--- src/rtl/soc_pm_analog_cfg_loader_if.sv ---
// Pixel-matrix analog configuration bundle: 128 bits of bias/DAC settings
// driven by the SoC register block.
interface soc_pm_analog_config;
  logic [37:0] res;
  logic [7:0]  th_high;
  logic [7:0]  th_low;
  logic [7:0]  ikrum;
  logic [7:0]  vblr;
  logic [7:0]  fed_csa;
  logic [7:0]  idiscr;
  logic [7:0]  ref_csa_in;
  logic [7:0]  ref_csa_mid;
  logic [7:0]  ref_csa_out;
  logic [5:0]  ref_dac;
  logic [3:0]  ref_dac_base;
  logic [3:0]  ref_dac_krum;
  logic [1:0]  shift_high;
  logic [1:0]  shift_low;

  modport master (
    output res, th_high, th_low, ikrum, vblr, fed_csa, idiscr, ref_csa_in,
           ref_csa_mid, ref_csa_out, ref_dac, ref_dac_base, ref_dac_krum,
           shift_high, shift_low
  );

  modport slave (
    input res, th_high, th_low, ikrum, vblr, fed_csa, idiscr, ref_csa_in,
          ref_csa_mid, ref_csa_out, ref_dac, ref_dac_base, ref_dac_krum,
          shift_high, shift_low
  );
endinterface

--- src/rtl/soc_pm_analog_cfg_loader.sv ---
// Snapshots the analog config on start and shifts it MSB-first into the matrix
// bias/DAC chain on a divided serial clock, then strobes ana_load.
module soc_pm_analog_cfg_loader #(
  parameter int unsigned CLK_DIV = 4
) (
  input  logic                      clk,
  input  logic                      rst,
  soc_pm_analog_config.slave        cfg,
  input  logic                      start,
  output logic                      busy,
  output logic                      done,
  output logic                      ana_sclk,
  output logic                      ana_sdin,
  output logic                      ana_load
);

  typedef enum logic [2:0] {
    IDLE,
    SHIFT_LO,
    SHIFT_HI,
    LATCH,
    DONE
  } state_t;

  localparam logic [7:0] DIV_LAST = 8'(CLK_DIV - 1);

  state_t       state, state_next;
  logic [127:0] sreg, sreg_next;
  logic [6:0]   bit_cnt, bit_cnt_next;
  logic [7:0]   div_cnt, div_cnt_next;
  logic         busy_next, done_next, sclk_next, sdin_next, load_next;
  logic [127:0] snapshot;
  logic         div_wrap;

  assign snapshot = {cfg.res, cfg.th_high, cfg.th_low, cfg.ikrum, cfg.vblr,
                     cfg.fed_csa, cfg.idiscr, cfg.ref_csa_in, cfg.ref_csa_mid,
                     cfg.ref_csa_out, cfg.ref_dac, cfg.ref_dac_base,
                     cfg.ref_dac_krum, cfg.shift_high, cfg.shift_low};

  assign div_wrap = (div_cnt == DIV_LAST);

  always_comb begin
    state_next   = state;
    sreg_next    = sreg;
    bit_cnt_next = bit_cnt;
    div_cnt_next = div_wrap ? '0 : div_cnt + 8'd1;

    unique case (state)
      IDLE: begin
        div_cnt_next = '0;
        if (start) begin
          sreg_next    = snapshot;
          bit_cnt_next = '0;
          state_next   = SHIFT_LO;
        end
      end
      SHIFT_LO: begin
        if (div_wrap) state_next = SHIFT_HI;
      end
      SHIFT_HI: begin
        if (div_wrap) begin
          sreg_next    = {sreg[126:0], 1'b0};
          bit_cnt_next = bit_cnt + 7'd1;
          state_next   = (bit_cnt == 7'd127) ? LATCH : SHIFT_LO;
        end
      end
      LATCH: begin
        if (div_wrap) state_next = DONE;
      end
      DONE: begin
        div_cnt_next = '0;
        state_next   = IDLE;
      end
      default: state_next = IDLE;
    endcase

    // Outputs are decoded from the next state so every pin is a flop and
    // lines up with the state it belongs to.
    busy_next = (state_next == SHIFT_LO) || (state_next == SHIFT_HI) ||
                (state_next == LATCH);
    done_next = (state_next == DONE);
    sclk_next = (state_next == SHIFT_HI);
    load_next = (state_next == LATCH);

    sdin_next = ana_sdin;
    if (state_next == IDLE)          sdin_next = 1'b0;
    else if (state_next == SHIFT_LO) sdin_next = sreg_next[127];
  end

  always_ff @(posedge clk or posedge rst) begin
    if (rst) begin
      state    <= IDLE;
      sreg     <= '0;
      bit_cnt  <= '0;
      div_cnt  <= '0;
      busy     <= 1'b0;
      done     <= 1'b0;
      ana_sclk <= 1'b0;
      ana_sdin <= 1'b0;
      ana_load <= 1'b0;
    end else begin
      state    <= state_next;
      sreg     <= sreg_next;
      bit_cnt  <= bit_cnt_next;
      div_cnt  <= div_cnt_next;
      busy     <= busy_next;
      done     <= done_next;
      ana_sclk <= sclk_next;
      ana_sdin <= sdin_next;
      ana_load <= load_next;
    end
  end

endmodule

--- src/flat_wrapper.sv ---
// flat-port wrapper written by rule: the top's interface ports become plain ports
module soc_pm_analog_cfg_loader_flat 
#(
  parameter int unsigned CLK_DIV = 4
)
  (clk, rst, start, busy, done, ana_sclk, ana_sdin, ana_load, cfg_res, cfg_th_high, cfg_th_low, cfg_ikrum, cfg_vblr, cfg_fed_csa, cfg_idiscr, cfg_ref_csa_in, cfg_ref_csa_mid, cfg_ref_csa_out, cfg_ref_dac, cfg_ref_dac_base, cfg_ref_dac_krum, cfg_shift_high, cfg_shift_low);
  soc_pm_analog_config cfg_i ();
  input  logic clk;
  input  logic rst;
  input  logic start;
  output logic busy;
  output logic done;
  output logic ana_sclk;
  output logic ana_sdin;
  output logic ana_load;
  input wire logic [$bits(cfg_i.res)-1:0] cfg_res;
  input wire logic [$bits(cfg_i.th_high)-1:0] cfg_th_high;
  input wire logic [$bits(cfg_i.th_low)-1:0] cfg_th_low;
  input wire logic [$bits(cfg_i.ikrum)-1:0] cfg_ikrum;
  input wire logic [$bits(cfg_i.vblr)-1:0] cfg_vblr;
  input wire logic [$bits(cfg_i.fed_csa)-1:0] cfg_fed_csa;
  input wire logic [$bits(cfg_i.idiscr)-1:0] cfg_idiscr;
  input wire logic [$bits(cfg_i.ref_csa_in)-1:0] cfg_ref_csa_in;
  input wire logic [$bits(cfg_i.ref_csa_mid)-1:0] cfg_ref_csa_mid;
  input wire logic [$bits(cfg_i.ref_csa_out)-1:0] cfg_ref_csa_out;
  input wire logic [$bits(cfg_i.ref_dac)-1:0] cfg_ref_dac;
  input wire logic [$bits(cfg_i.ref_dac_base)-1:0] cfg_ref_dac_base;
  input wire logic [$bits(cfg_i.ref_dac_krum)-1:0] cfg_ref_dac_krum;
  input wire logic [$bits(cfg_i.shift_high)-1:0] cfg_shift_high;
  input wire logic [$bits(cfg_i.shift_low)-1:0] cfg_shift_low;
  assign cfg_i.res = cfg_res;
  assign cfg_i.th_high = cfg_th_high;
  assign cfg_i.th_low = cfg_th_low;
  assign cfg_i.ikrum = cfg_ikrum;
  assign cfg_i.vblr = cfg_vblr;
  assign cfg_i.fed_csa = cfg_fed_csa;
  assign cfg_i.idiscr = cfg_idiscr;
  assign cfg_i.ref_csa_in = cfg_ref_csa_in;
  assign cfg_i.ref_csa_mid = cfg_ref_csa_mid;
  assign cfg_i.ref_csa_out = cfg_ref_csa_out;
  assign cfg_i.ref_dac = cfg_ref_dac;
  assign cfg_i.ref_dac_base = cfg_ref_dac_base;
  assign cfg_i.ref_dac_krum = cfg_ref_dac_krum;
  assign cfg_i.shift_high = cfg_shift_high;
  assign cfg_i.shift_low = cfg_shift_low;
  soc_pm_analog_cfg_loader #(.CLK_DIV(CLK_DIV)) u_core (.clk(clk), .rst(rst), .cfg(cfg_i), .start(start), .busy(busy), .done(done), .ana_sclk(ana_sclk), .ana_sdin(ana_sdin), .ana_load(ana_load));
endmodule
--- config.mk ---
export PLATFORM = sky130hd
export DESIGN_NAME = soc_pm_analog_cfg_loader_flat
export DESIGN_NICKNAME = d
export VERILOG_FILES = /design/src/rtl/soc_pm_analog_cfg_loader_if.sv /design/src/rtl/soc_pm_analog_cfg_loader.sv /design/src/flat_wrapper.sv
export SDC_FILE = /design/constraint.sdc
export NUM_CORES = 1
export LEC_CHECK = 0
export CORE_ASPECT_RATIO = 1.25
export CORE_UTILIZATION = 45
export DETAILED_ROUTE_END_ITERATION = 16
export GPL_ROUTABILITY_DRIVEN = 0
export HOLD_SLACK_MARGIN = 0.05
export PLACE_DENSITY = 0.72
export RECOVER_POWER = 100
export SYNTH_ARGS = -nofsm -noshare
export SYNTH_HDL_FRONTEND = slang
export SYNTH_SLANG_ARGS = --single-unit
--- constraint.sdc ---
create_clock -name clk -period 7.1 [get_ports clk]
set_input_delay 1.065 -clock clk [delete_from_list [all_inputs] [get_ports clk]]
set_output_delay 1.065 -clock clk [all_outputs]
set_load 0.01 [all_outputs]
==> impl_results.md <==
- Status: finished, violations left
- Failing checks: capacitance limit, slew limit
- Area growth syn-to-layout: 30.0%
- IO Count: 136
- Startpoint Class: flip-flop
- Worst-path clk slew: roughly 0.060 ns
- Pins Over Slew Limit: 207
- Worst vdd ir: 0.193 mV
- Antenna-violating nets left: 0
- WP data arrival: 5.03 ns
- Max-cap violation count: 3
- Met3 WL: 882 um
- Slew of the pin with the lowest slew margin: 2.93 ns
- Pleak: 4.05 nW
- Area occupied by multi-input gates: 2410 sq um
- FP Rows: 48
- CTS sink count: 151
- DRT iter0 DRCs: 420
- Port Buffers: 135
- CP Class: flip-flop to flip-flop
- Post_cts resized: 0
- Die height: about 140 um
- H-tree depth: 4
- Sequential area share after synthesis: between 50 and 60%
- CTS tree: done
- Initial antenna violation count: 0
- Critical path required time: around 7.4 ns
- Mapped Cells: 657
- Fill count: 1177
- Hold Buf Count CTS: 0
- Total Wirelength: 15.0 mm
- Post-CTS setup buffer count: 0
- DR vias/cell: 5.42
- Number of distinct library cells after synthesis: 37
- Hold Fails Final Rpt: 0
- First-pass GRT wire length: ~24 mm
- Final Setup Violations: 0
- Die area: ~15000 sq um
- Post-synthesis sequential element count: 151
- Hold WC Path Type: flip-flop to flip-flop
- Tmin final: 4.75 ns
- Max Freq: 210 MHz
- Drt wl/cell: 15.7 um
- Clk Latency, worst-skew pair: 0.43 ns
- Mapped cell area: between 6000 and 7000 sq um
- Post-synth top flop: dfrtp_1
- Worst setup path start: u_core.div_cnt[0]
- Critical path peak fanout: 87
- Post-route setup slack: 2.35 ns
- Worst R2R Start: u_core.div_cnt[0]
- Reg2Reg Depth: 7
- Placed Cells: 925
- DRT met1 WL: 6.29 mm
- Reg area: 3780 sq um
- Unrepaired setup endpoints after global routing: no
- Share of layout cells above drive strength 1: 5.50%
- GRT Util Overall: 21.3%
- Met2 wire length: 7.65 mm
- Final period util: around 67%
- Largest net degree at the start of global routing: 98
- Final TNS setup: 0 ns
- Reg2Reg Capture Point: u_core.bit_cnt[3]
- Final Net Count: 902
- Final core occ: 60.4%
- Vias in the first global route: 5260
- Slew HR: -96.2%
- Inserted Clock Buffers: 17
- Worst Skew: 0.0129 ns
- DRC viols: 0
- Post-DP HPWL: 9.41 mm
- Top Metal Used: met4
- Grt ovf: 0
- CP Capture Point: u_core.bit_cnt[3]
- Final std cells w/o fill: 957
- YS warnings: 0
- CP Capture Type: flip-flop
- Avg Synthesized Cell Area: 9.86 sq um
- Diode count: 0
- Pre-CTS setup slack: ~3.5 ns
- Core area: 13900 sq um
- Initial Util: 46.5%
- Syn Nets: roughly 800
- PwrDens: about 370 nW/um^2
- Die X-Extent: 109 um
- Clock buffer depth: 2
- Worst R2R Setup Slack: 2.35 ns
- Drt pass-1 iters: 5
- Async set-or-reset flop fraction in the synthesized netlist: 100%
- Number of synthesized flops with an enable pin: 0
- Via count: 5187
- Root Buffer Master: clkbuf_16
cells in the final DEF, fill, tap and decap left out, drive strengths merged, types with 2 or more instances in the layout:
| master | synthesis | routed |
|---|---|---|
| mux2 | 2 | 2 |
| a211oi | 2 | 2 |
| dfrtp | 151 | 151 |
| clkbuf | 1 | 21 |
| xor2 | 10 | 10 |
| clkinvlp | 0 | 4 |
| dlygate4sd3 | 0 | 6 |
| a311oi | 2 | 2 |
| nor2 | 16 | 16 |
| nand2 | 259 | 259 |
| ha | 2 | 2 |
| buf | 46 | 4 |
| bufinv | 0 | 3 |
| nor3b | 2 | 2 |
| clkinv | 0 | 5 |
| nand3 | 7 | 7 |
| clkdlybuf4s50 | 0 | 129 |
| inv | 5 | 5 |
| and3 | 5 | 5 |
| a22oi | 126 | 126 |
| o21ai | 4 | 4 |
| nand4 | 2 | 2 |
| a21oi | 2 | 2 |
worst min path at each step:
| stage | start | to | cells after the start |
|---|---|---|---|
| 2_1_floorplan | u_core.sreg[100] | u_core.sreg[100] | 2 |
| 3_3_place_gp | u_core.sreg[53] | u_core.sreg[53] | 2 |
| 3_5_place_dp | u_core.sreg[70] | u_core.sreg[70] | 2 |
| 4_1_cts | u_core.sreg[70] | u_core.sreg[70] | 2 |
| 5_1_grt | u_core.sreg[56] | u_core.sreg[56] | 2 |
| 6_report | u_core.sreg[27] | u_core.sreg[27] | 2 |
report_power, final:
group / internal [mW] / switching, mW / total [mW] / leakage [nW]
registers: 1.24 / 0.229 / 1.47 / 1.90
logic: 0.328 / 0.440 / 0.767 / 1.86
clock network: 0.570 / 0.347 / 0.917 / 0.292
total: 2.14 / 1.02 / 3.16 / 4.05
flip-flops by register name, indices dropped and copies added (netlist names), 3 cells and up:
register	cells
u_core.sreg	128
u_core.div_cnt	8
u_core.bit_cnt	7
u_core.state	3
synthesized netlist by cell type, drive strengths merged, types with 2 or more instances:
library cell / instances / area (sq um)
nand2: 259 / 972
dfrtp: 151 / 3780
a22oi: 126 / 946
buf: 46 / 265
nor2: 16 / 67.6
xor2: 10 / 87.6
nand3: 7 / 35.0
and3: 5 / 31.3
inv: 5 / 18.8
o21ai: 4 / 20.0
a211oi: 2 / 20.0
a21oi: 2 / 10.0
a311oi: 2 / 17.5
ha: 2 / 25.0
mux2: 2 / 22.5
nand4: 2 / 12.5
nor3b: 2 / 25.0
layout make-up:
type                    instances  share of cell area (%)
clock inverters                12                    1.78
inverters                       5                   0.238
flip-flops and latches        151                    44.9
multi-input cells             454                    28.6
clock buffers                  20                    5.43
well taps                     175                    2.60
repair buffers                140                    16.5
critical path, cell delays in order (launching register included):
cell      delay (ns)
dfrtp_1         0.40
ha_1            0.25
nor3b_1         0.51
and3_1          1.44
clkbuf_2        1.45
o21ai_1         0.24
xor2_1          0.21
nor2_1          0.06
metal layers:
metal / vias up / track usage, %
li1: 2475 / -
met1: 2559 / 25.8
met2: 138 / 35.9
met3: 15 / 6.62
met4: 0 / 7.19
met5: - / 0
through the flow:
stage               instance area, sq um  hold slack, ns  power [mW]
finish                              8420           0.476        3.16
global route                        8420           0.497        3.38
CTS                                 8440           0.477        3.19
detailed placement                  7830           0.463        2.26
global placement                    7830           0.458        2.20
floorplan                           6480           0.446        2.01
cells by family after synthesis:
family / after synthesis / synth area share, %
XOR/XNOR: 11 / 1.49
AND/OR/NAND/NOR: 297 / 18.5
AO/OA/AOI/OAI: 141 / 16.3
adder cells (fa/ha/maj): 2 / 0.386
multiplexers: 3 / 0.502
flip-flops: 151 / 58.3
buffers and inverters: 52 / 4.44
(Power assumes the default switching activity.)
